$ cat src/rtl/conv3x3_mac.sv
// 3x3 signed convolution MAC: products -> sum+bias -> ReLU/shift/saturate, one window per clock.
// A double-buffered weight/bias loader lets a new kernel be committed between two windows.
module conv3x3_mac #(
  parameter int IMAGE_WIDTH  = 256,
  parameter int IMAGE_HEIGHT = 256,
  parameter int SHIFT        = 7,
  parameter int ACC_W        = 24
) (
  input  logic        clk,
  input  logic        rst,
  input  logic        stall,
  input  logic [7:0]  in1,
  input  logic [7:0]  in2,
  input  logic [7:0]  in3,
  input  logic [7:0]  in4,
  input  logic [7:0]  in5,
  input  logic [7:0]  in6,
  input  logic [7:0]  in7,
  input  logic [7:0]  in8,
  input  logic [7:0]  in9,
  input  logic        load_start,
  input  logic [15:0] bias_in,
  input  logic        w_valid,
  input  logic [7:0]  w_data,
  output logic        busy,
  output logic [7:0]  pixel_out,
  output logic        out_valid,
  output logic        frame_done
);

  localparam int FRAME_PIXELS = (IMAGE_WIDTH - 2) * (IMAGE_HEIGHT - 2);
  localparam int CNT_W = $clog2(FRAME_PIXELS + 1);
  localparam logic [CNT_W-1:0] LAST_CNT = CNT_W'(FRAME_PIXELS - 1);

  typedef enum logic [1:0] {IDLE, LOAD, COMMIT} load_state_t;

  load_state_t       state, state_nxt;
  logic [3:0]        idx;
  logic signed [7:0] w_act [9];
  logic signed [7:0] w_sh  [9];
  logic [15:0]       bias_act, bias_sh;

  logic [7:0]              px [9];
  logic                    v1, v2;
  logic signed [16:0]      prod [9];
  logic [15:0]             bias_s1;
  logic [ACC_W-1:0]        sum, acc;
  logic [ACC_W-1:0]        shifted;
  logic [7:0]              relu_sat;
  logic [CNT_W-1:0]        out_cnt;

  function automatic logic signed [16:0] mul(input logic [7:0] p, input logic signed [7:0] w);
    logic signed [16:0] pe, we;
    pe = {9'd0, p};
    we = {{9{w[7]}}, w};
    return pe * we;
  endfunction

  always_comb begin
    px[0] = in1; px[1] = in2; px[2] = in3;
    px[3] = in4; px[4] = in5; px[5] = in6;
    px[6] = in7; px[7] = in8; px[8] = in9;
  end

  // Loader FSM: state register
  always_ff @(posedge clk) begin
    if (rst) state <= IDLE;
    else     state <= state_nxt;
  end

  // Loader FSM: next state. load_start restarts a load in progress; COMMIT ignores everything.
  always_comb begin
    state_nxt = state;
    case (state)
      IDLE:    if (load_start) state_nxt = LOAD;
      LOAD:    if (load_start) state_nxt = LOAD;
               else if (w_valid && idx == 4'd8) state_nxt = COMMIT;
      COMMIT:  state_nxt = IDLE;
      default: state_nxt = IDLE;
    endcase
  end

  // Loader FSM: outputs
  always_comb begin
    busy = (state != IDLE);
  end

  // Shadow bank fills word by word; the active bank swaps in as a whole at the COMMIT edge.
  always_ff @(posedge clk) begin
    if (rst) begin
      idx      <= '0;
      bias_sh  <= '0;
      bias_act <= '0;
      for (int i = 0; i < 9; i++) begin
        w_sh[i]  <= '0;
        w_act[i] <= '0;
      end
    end else begin
      case (state)
        IDLE, LOAD: begin
          if (load_start) begin
            idx     <= '0;
            bias_sh <= bias_in;
          end else if (state == LOAD && w_valid) begin
            w_sh[idx] <= w_data;
            idx       <= idx + 4'd1;
          end
        end
        COMMIT: begin
          bias_act <= bias_sh;
          for (int i = 0; i < 9; i++) w_act[i] <= w_sh[i];
        end
        default: ;
      endcase
    end
  end

  // Valid bits travel with the data and advance every cycle; stall=0 marks a window as valid.
  // There is no backpressure: a valid result is presented for exactly one cycle.
  // Bias is captured alongside the products so a commit never mixes banks within one window.
  always_ff @(posedge clk) begin
    if (rst) begin
      v1      <= 1'b0;
      bias_s1 <= '0;
      for (int i = 0; i < 9; i++) prod[i] <= '0;
    end else begin
      v1 <= ~stall;
      if (!stall) begin
        bias_s1 <= bias_act;
        for (int i = 0; i < 9; i++) prod[i] <= mul(px[i], w_act[i]);
      end
    end
  end

  always_comb begin
    sum = {{(ACC_W-16){bias_s1[15]}}, bias_s1};
    for (int i = 0; i < 9; i++) sum = sum + {{(ACC_W-17){prod[i][16]}}, prod[i]};
  end

  always_ff @(posedge clk) begin
    if (rst) begin
      v2  <= 1'b0;
      acc <= '0;
    end else begin
      v2 <= v1;
      if (v1) acc <= sum;
    end
  end

  always_comb begin
    shifted = acc >> SHIFT;
    if (acc[ACC_W-1])                 relu_sat = 8'd0;
    else if (shifted > ACC_W'(255))   relu_sat = 8'hFF;
    else                              relu_sat = shifted[7:0];
  end

  always_ff @(posedge clk) begin
    if (rst) begin
      out_valid  <= 1'b0;
      frame_done <= 1'b0;
      pixel_out  <= '0;
      out_cnt    <= '0;
    end else begin
      out_valid  <= v2;
      frame_done <= v2 && (out_cnt == LAST_CNT);
      if (v2) begin
        pixel_out <= relu_sat;
        out_cnt   <= (out_cnt == LAST_CNT) ? '0 : out_cnt + 1'b1;
      end
    end
  end

endmodule

$ cat config.mk
export PLATFORM = sky130hd
export DESIGN_NAME = conv3x3_mac
export DESIGN_NICKNAME = d
export VERILOG_FILES = /design/src/rtl/conv3x3_mac.sv
export SDC_FILE = /design/constraint.sdc
export NUM_CORES = 2
export LEC_CHECK = 0
export ABC_AREA = 1
export CORE_ASPECT_RATIO = 0.9
export CORE_MARGIN = 1
export CORE_UTILIZATION = 58
export DETAILED_ROUTE_END_ITERATION = 12
export PLACE_DENSITY = 0.76
export SLEW_MARGIN = 20
export SYNTH_ARGS = -nofsm -noshare
export SYNTH_HDL_FRONTEND = slang
export SYNTH_SLANG_ARGS = --single-unit
export TNS_END_PERCENT = 1
$ cat constraint.sdc
create_clock -name clk -period 6.73 [get_ports clk]
set_input_delay 1.6825 -clock clk [delete_from_list [all_inputs] [get_ports clk]]
set_output_delay 1.6825 -clock clk [all_outputs]
set_load 0.005 [all_outputs]
## After elaboration in Yosys (flattened, before gate mapping)

Memory sizes are Yosys's and may differ from the RTL's.
Cells that the tools add are included.

| storage, ports and cells | value |
|---|---|
| bits in registers | 106 |
| bits in latches | 0 |
| bits in writable memories | 297 |
| ROM bits | 0 |
| input port bits | 101 |
| output and inout bits | 11 |
| logic and storage cells | 115 |
| memories kept | 3 |

Memories:

| memory | words | bits a word | rd ports | clocked after Yosys merged registers in | write ports | RTL line | source |
|---|---|---|---|---|---|---|---|
| prod | 9 | 17 | 9 | 0 | 9 | 45 | `logic signed [16:0] prod [9];` |
| w_act | 9 | 8 | 9 | 0 | 9 | 39 | `logic signed [7:0] w_act [9];` |
| w_sh | 9 | 8 | 9 | 0 | 9 | 40 | `logic signed [7:0] w_sh [9];` |

| operators by class | value |
|---|---|
| $add $sub $neg | 11 |
| multiply operators | 9 |
| div/mod/pow operators | 0 |
| $lt $le $gt $ge | 1 |
| equality and inequality tests | 6 |
| shift-type cells | 0 |
| mux-type cells | 43 |
| bitwise gates (word level) | 19 |
| reductions and logical operators | 11 |

Operators with widths:

| cell | number |
|---|---|
| $mul A9 B8 Y17 | 9 |
| $mux W17 | 9 |
| $mux W8 | 12 |
| $add A24 B24 Y24 | 2 |
| $add A23 B17 Y24 | 1 |
| $add A22 B17 Y23 | 1 |
| $add A21 B17 Y22 | 1 |
| $add A20 B17 Y21 | 1 |
| $add A19 B17 Y20 | 1 |
| $add A18 B17 Y19 | 1 |
| $add A16 B17 Y18 | 1 |
| $or A1 B1 Y1 | 18 |
| $gt A17 B8 Y1 const B | 1 |
| $add A16 B1 Y16 const B | 1 |
| $eq A16 B16 Y1 const B | 1 |
| $mux W16 | 1 |
| $mux W1 | 14 |
| $mux W4 | 3 |
| $reduce_or A8 Y1 | 1 |
| $mux W2 | 3 |
| $reduce_and A2 Y1 | 3 |
| $add A4 B1 Y4 const B | 1 |
| $eq A4 B4 Y1 const B | 1 |
| $pmux W2 S2 | 1 |
| 9 further kinds | 12 |

## Logic depth before layout (Yosys ltp)

An unclocked memory read counts as a cell.

| depth | value |
|---|---|
| depth in word-level cells | 10 |
| mapped depth | 23 |

## Least setup slack after synthesis

Ideal clock, no wire load.

| timing | value |
|---|---|
| path kind | in2reg |
| start point | in rst |
| end point | mem prod[0][0], enable pin |
| setup time | 0.577 ns |
| arrival time | 6.498 ns |
| required time | 6.153 ns |
| setup slack | -0.345 ns |
| cell stages on the path | 4 |
| path buffers | 2 |
| cells stage by stage | buf_2 -> clkinv_1 -> nand2_1 -> clkbuf_1 |

RTL lines:

| what | RTL line | source |
|---|---|---|
| from (decl) | 10 | `input logic rst,` |
| to (decl) | 45 |  |

==> summary.md <==
| Metric | Value |
|---|---|
| # clock sinks | `396` |
| CTS clock-pin slew for the worst setup and hold paths | `about 0.06 ns` |
| Capture endpoint of the worst hold path | `bias_sh[13]` |
| Share of final-layout standard cells stronger than drive strength 1 | `roughly 3.6%` |
| DR vias | `around 28000` |
| Number of buffers added by the clock tree synthesis step | `45` |
| Total GRT Usage | `about 27%` |
| Final worst path period need | `between 5 and 6 ns` |
| Outcome | `completed` |
| Routed metal-1 wire length | `roughly 40000 um` |
| Initial Util | `~59%` |
| Row Count | `90` |
| Cell variety after synth | `between 40 and 50` |
| Buffer type at the clock tree root | `sky130_fd_sc_hd__clkbuf_16` |
| Required @ worst endpoint | `just over 7 ns` |
| Crit path kind | `in2reg` |
| Cell count after synthesis | `approximately 4600` |
| Vertical extent of the die | `around 250 um` |
| Synthesized net count | `about 5600` |
| Max FO, Critical Path | `8` |
| Reg2Reg Launch Point | `prod[0][101]` |
| Number of top-level design ports | `between 100 and 150` |
| Hold Path Stages | `2` |
| Placer's final routability congestion estimate | `0.920` |
| Wire length of the first global-routing pass | `roughly 150000 um` |
| Most frequent cells in the layout | `sky130_fd_sc_hd__inv_1 (1210), sky130_fd_sc_hd__nand2_1 (888), sky130_fd_sc_hd__fa_1 (473), sky130_fd_sc_hd__ha_1 (416), sky130_fd_sc_hd__nor2_1 (389)` |
| Count of input and output buffers | `111` |
| Share of the core filled with cells | `around 63%` |
| First drt pass iteration count | `6` |
| Maximum number of pins on one net before global-route repair | `89` |
| Mean instance size in the synthesized netlist | `about 8.5 sq um` |
| RSZ-0062 raised after global routing | `no` |
| Uppermost routed layer | `met4` |
| Final nets | `approximately 5600` |
| Area of the mapped netlist | `39300 sq um` |
| Total power of the final layout | `roughly 15 mW` |
| Max frequency | `~180 MHz` |
| Slew Viols, Final | `0` |
| Critical path endpoint category | `flip-flop` |
| Hold path startpoint | `bias_sh[13]` |
| Met2 routed WL | `between 40000 and 50000 um` |
| Area of the core | `around 67000 sq um` |
| Via/cell ratio | `5.18` |
| Normalized max-slew margin | `a little over a quarter` |
| Number of DRC violations after detailed-routing iteration 0 | `about 2200` |
| Post-DP HPWL | `between 70000 and 80000 um` |
| Total wire length after detailed routing | `a little over 90000 um` |
| Post-DRT Antenna Nets | `0` |
| Period utilization | `around 80%` |
| Length of routed met3 wiring | `6010 um` |
| Worst Hold Margin | `~0.46 ns` |
| Sum of negative setup slack | `0 ns` |
| FF-to-FF path depth | `20` |
| Number of setup buffers added after CTS | `0` |
| Power density over the cells | `351 nW/um^2` |
| Leakage power summed over all cells | `~23 nW` |
| Number of synthesized flops with an enable pin | `297` |
| Final Cell Area | `42500 sq um` |
| Vias in the first global route | `28500` |
| Class of the tightest hold or removal check | `reg2reg` |
| Clock latency on the worst-skew pair | `0.62 ns` |
| Sequential area share after synthesis | `between 20 and 30%` |
| Flop-to-flop setup slack | `1.80 ns` |
| Count of endpoints failing setup in the final report | `0` |
| Hold bufs inserted after CTS | `0` |
| Worst clock skew | `between 0.02 and 0.03 ns` |
| Post-CTS resize count | `0` |
| Die area | `68700 sq um` |
| Die width | `276 um` |
| Share of flip-flops with an asynchronous set or reset | `0%` |
| Clock Tree Buf Depth | `3` |
| Layout overhead on the synthesized area | `8.19%` |
| Clock tree from TritonCTS | `yes` |
| Placed Area | `41000 sq um` |
| Number of endpoints with negative hold slack in the final report | `0` |
| Remaining design rule violation count | `0` |
| Sum of overflow across all layers after global routing | `0` |
| Main flop type after synthesis | `sky130_fd_sc_hd__edfxtp_1` |
| Synth Register Bits | `396` |
| Critical Path AT | `between 5 and 6 ns` |
| Number of levels in the clock H-tree | `2` |
| Capturing point of the worst reg2reg path | `acc[22]` |
| Commonest non-fill, non-tap cell in the layout | `sky130_fd_sc_hd__inv_1` |
| Largest voltage drop on the vdd net | `0.788 mV` |
| Max-cap violations | `0` |
| Number of antenna violations at the first check in global routing | `2` |
| Yosys synthesis warning count | `0` |
| Routed wirelength normalized by instance count | `about 17 um` |
| Worst-margin pin slew | `about 1.1 ns` |
| Critical Path Source Type | `input pin` |
## synth_stat cells (11+ instances only)
master                     count  area share [%]
sky130_fd_sc_hd__clkinv_1     11            0.11
sky130_fd_sc_hd__o21bai_1     14            0.27
sky130_fd_sc_hd__a21oi_1     212             2.7
sky130_fd_sc_hd__fa_1        473              24
sky130_fd_sc_hd__nand3_1      47            0.60
sky130_fd_sc_hd__edfxtp_1    297              23
sky130_fd_sc_hd__dfxtp_1      99             5.0
sky130_fd_sc_hd__o22ai_1      31            0.49
sky130_fd_sc_hd__clkbuf_1    166             1.6
sky130_fd_sc_hd__nor3_1       20            0.25
sky130_fd_sc_hd__a211oi_1     14            0.27
sky130_fd_sc_hd__inv_1      1210              12
sky130_fd_sc_hd__nand4_1      22            0.35
sky130_fd_sc_hd__o21a_1       20            0.38
sky130_fd_sc_hd__ha_1        416              13
sky130_fd_sc_hd__o21ai_0     130             1.7
sky130_fd_sc_hd__nor2_1      389             3.7
sky130_fd_sc_hd__or2_2        53            0.84
sky130_fd_sc_hd__nand2_1     889             8.5
## sequential cells by signal (all words and copies together), names as in the netlist
name / flops
bias_sh: 16
frame_done: 1
idx: 4
acc: 17
w_act: 72
v2: 1
prod: 153
bias_s1: 16
state: 2
out_cnt: 16
bias_act: 16
out_valid: 1
v1: 1
pixel_out: 8
w_sh: 72
## stage by stage
step / std cells / setup slack (ns)
after floorplan: 4593 / 1.21
after global placement: 5412 / 0.640
after detailed placement: 5412 / 0.600
after CTS: 5495 / 1.23
after global routing: 5495 / 0.939
final: 5496 / 1.19
## area by class of cell
class	instances	area (sq um)
antenna	1	2.50
clock buffer	60	1290
clock inverter	23	223
tap	874	1090
sequential	396	10900
multi-input combinational	2795	23100
inverter	1225	4600
fill	5520	24500
timing repair buffer	122	1240
## report_power, final
group	total [mW]	internal [mW]	leakage, nW	switching, mW
clock	2.53	1.45	0.743	1.09
sequential	3.02	2.86	3.98	0.159
combinational	9.37	3.42	17.9	5.95
## worst max-delay path by stage
stage,startpoint,endpoint,slack (ns),cells past startpoint
after floorplan,in6[0],prod[0][99],1.21,19
after global placement,in9[0],prod[0][149],0.64,17
after detailed placement,in9[0],prod[0][149],0.60,17
after CTS,in9[5],prod[0][149],1.23,17
after global routing,in9[5],prod[0][152],0.94,16
final,in9[0],prod[0][149],1.19,17
## metal layers
metal,up-vias,global-route usage (%)
met5,-,0
met4,0,7.28
met3,141,3.06
met2,937,45.1
met1,13600,38.4
li1,13800,-
## kinds of logic (layout without fill, tap and decap cells)
group / count (synthesis) / after routing / synth area share [%]
buffers and inverters: 1402 / 1430 / 13.4
DFF: 396 / 396 / 27.8
and+or+nand+nor: 1452 / 1452 / 15.0
xor gates and xnor gates: 19 / 19 / 0.424
adders and majority gates: 889 / 889 / 37.4
AOI/OAI and AO/OA: 435 / 435 / 6.00
other: 0 / 1 / 0
## critical path, stage by stage
cell	delay (ns)
sky130_fd_sc_hd__clkdlybuf4s50_1	0.55
sky130_fd_sc_hd__or2_2	0.36
sky130_fd_sc_hd__fa_1	0.46
sky130_fd_sc_hd__fa_1	0.50
sky130_fd_sc_hd__inv_1	0.05
sky130_fd_sc_hd__fa_1	0.47
sky130_fd_sc_hd__inv_1	0.05
sky130_fd_sc_hd__fa_1	0.47
sky130_fd_sc_hd__inv_1	0.04
sky130_fd_sc_hd__ha_1	0.35
sky130_fd_sc_hd__nand4_1	0.10
sky130_fd_sc_hd__o21ai_0	0.42
sky130_fd_sc_hd__nand3_1	0.12
sky130_fd_sc_hd__nand2_1	0.11
sky130_fd_sc_hd__nand2_1	0.05
sky130_fd_sc_hd__nand2_1	0.05
sky130_fd_sc_hd__nor2_1	0.05
No activity file was read; power rests on OpenSTA's default activity.
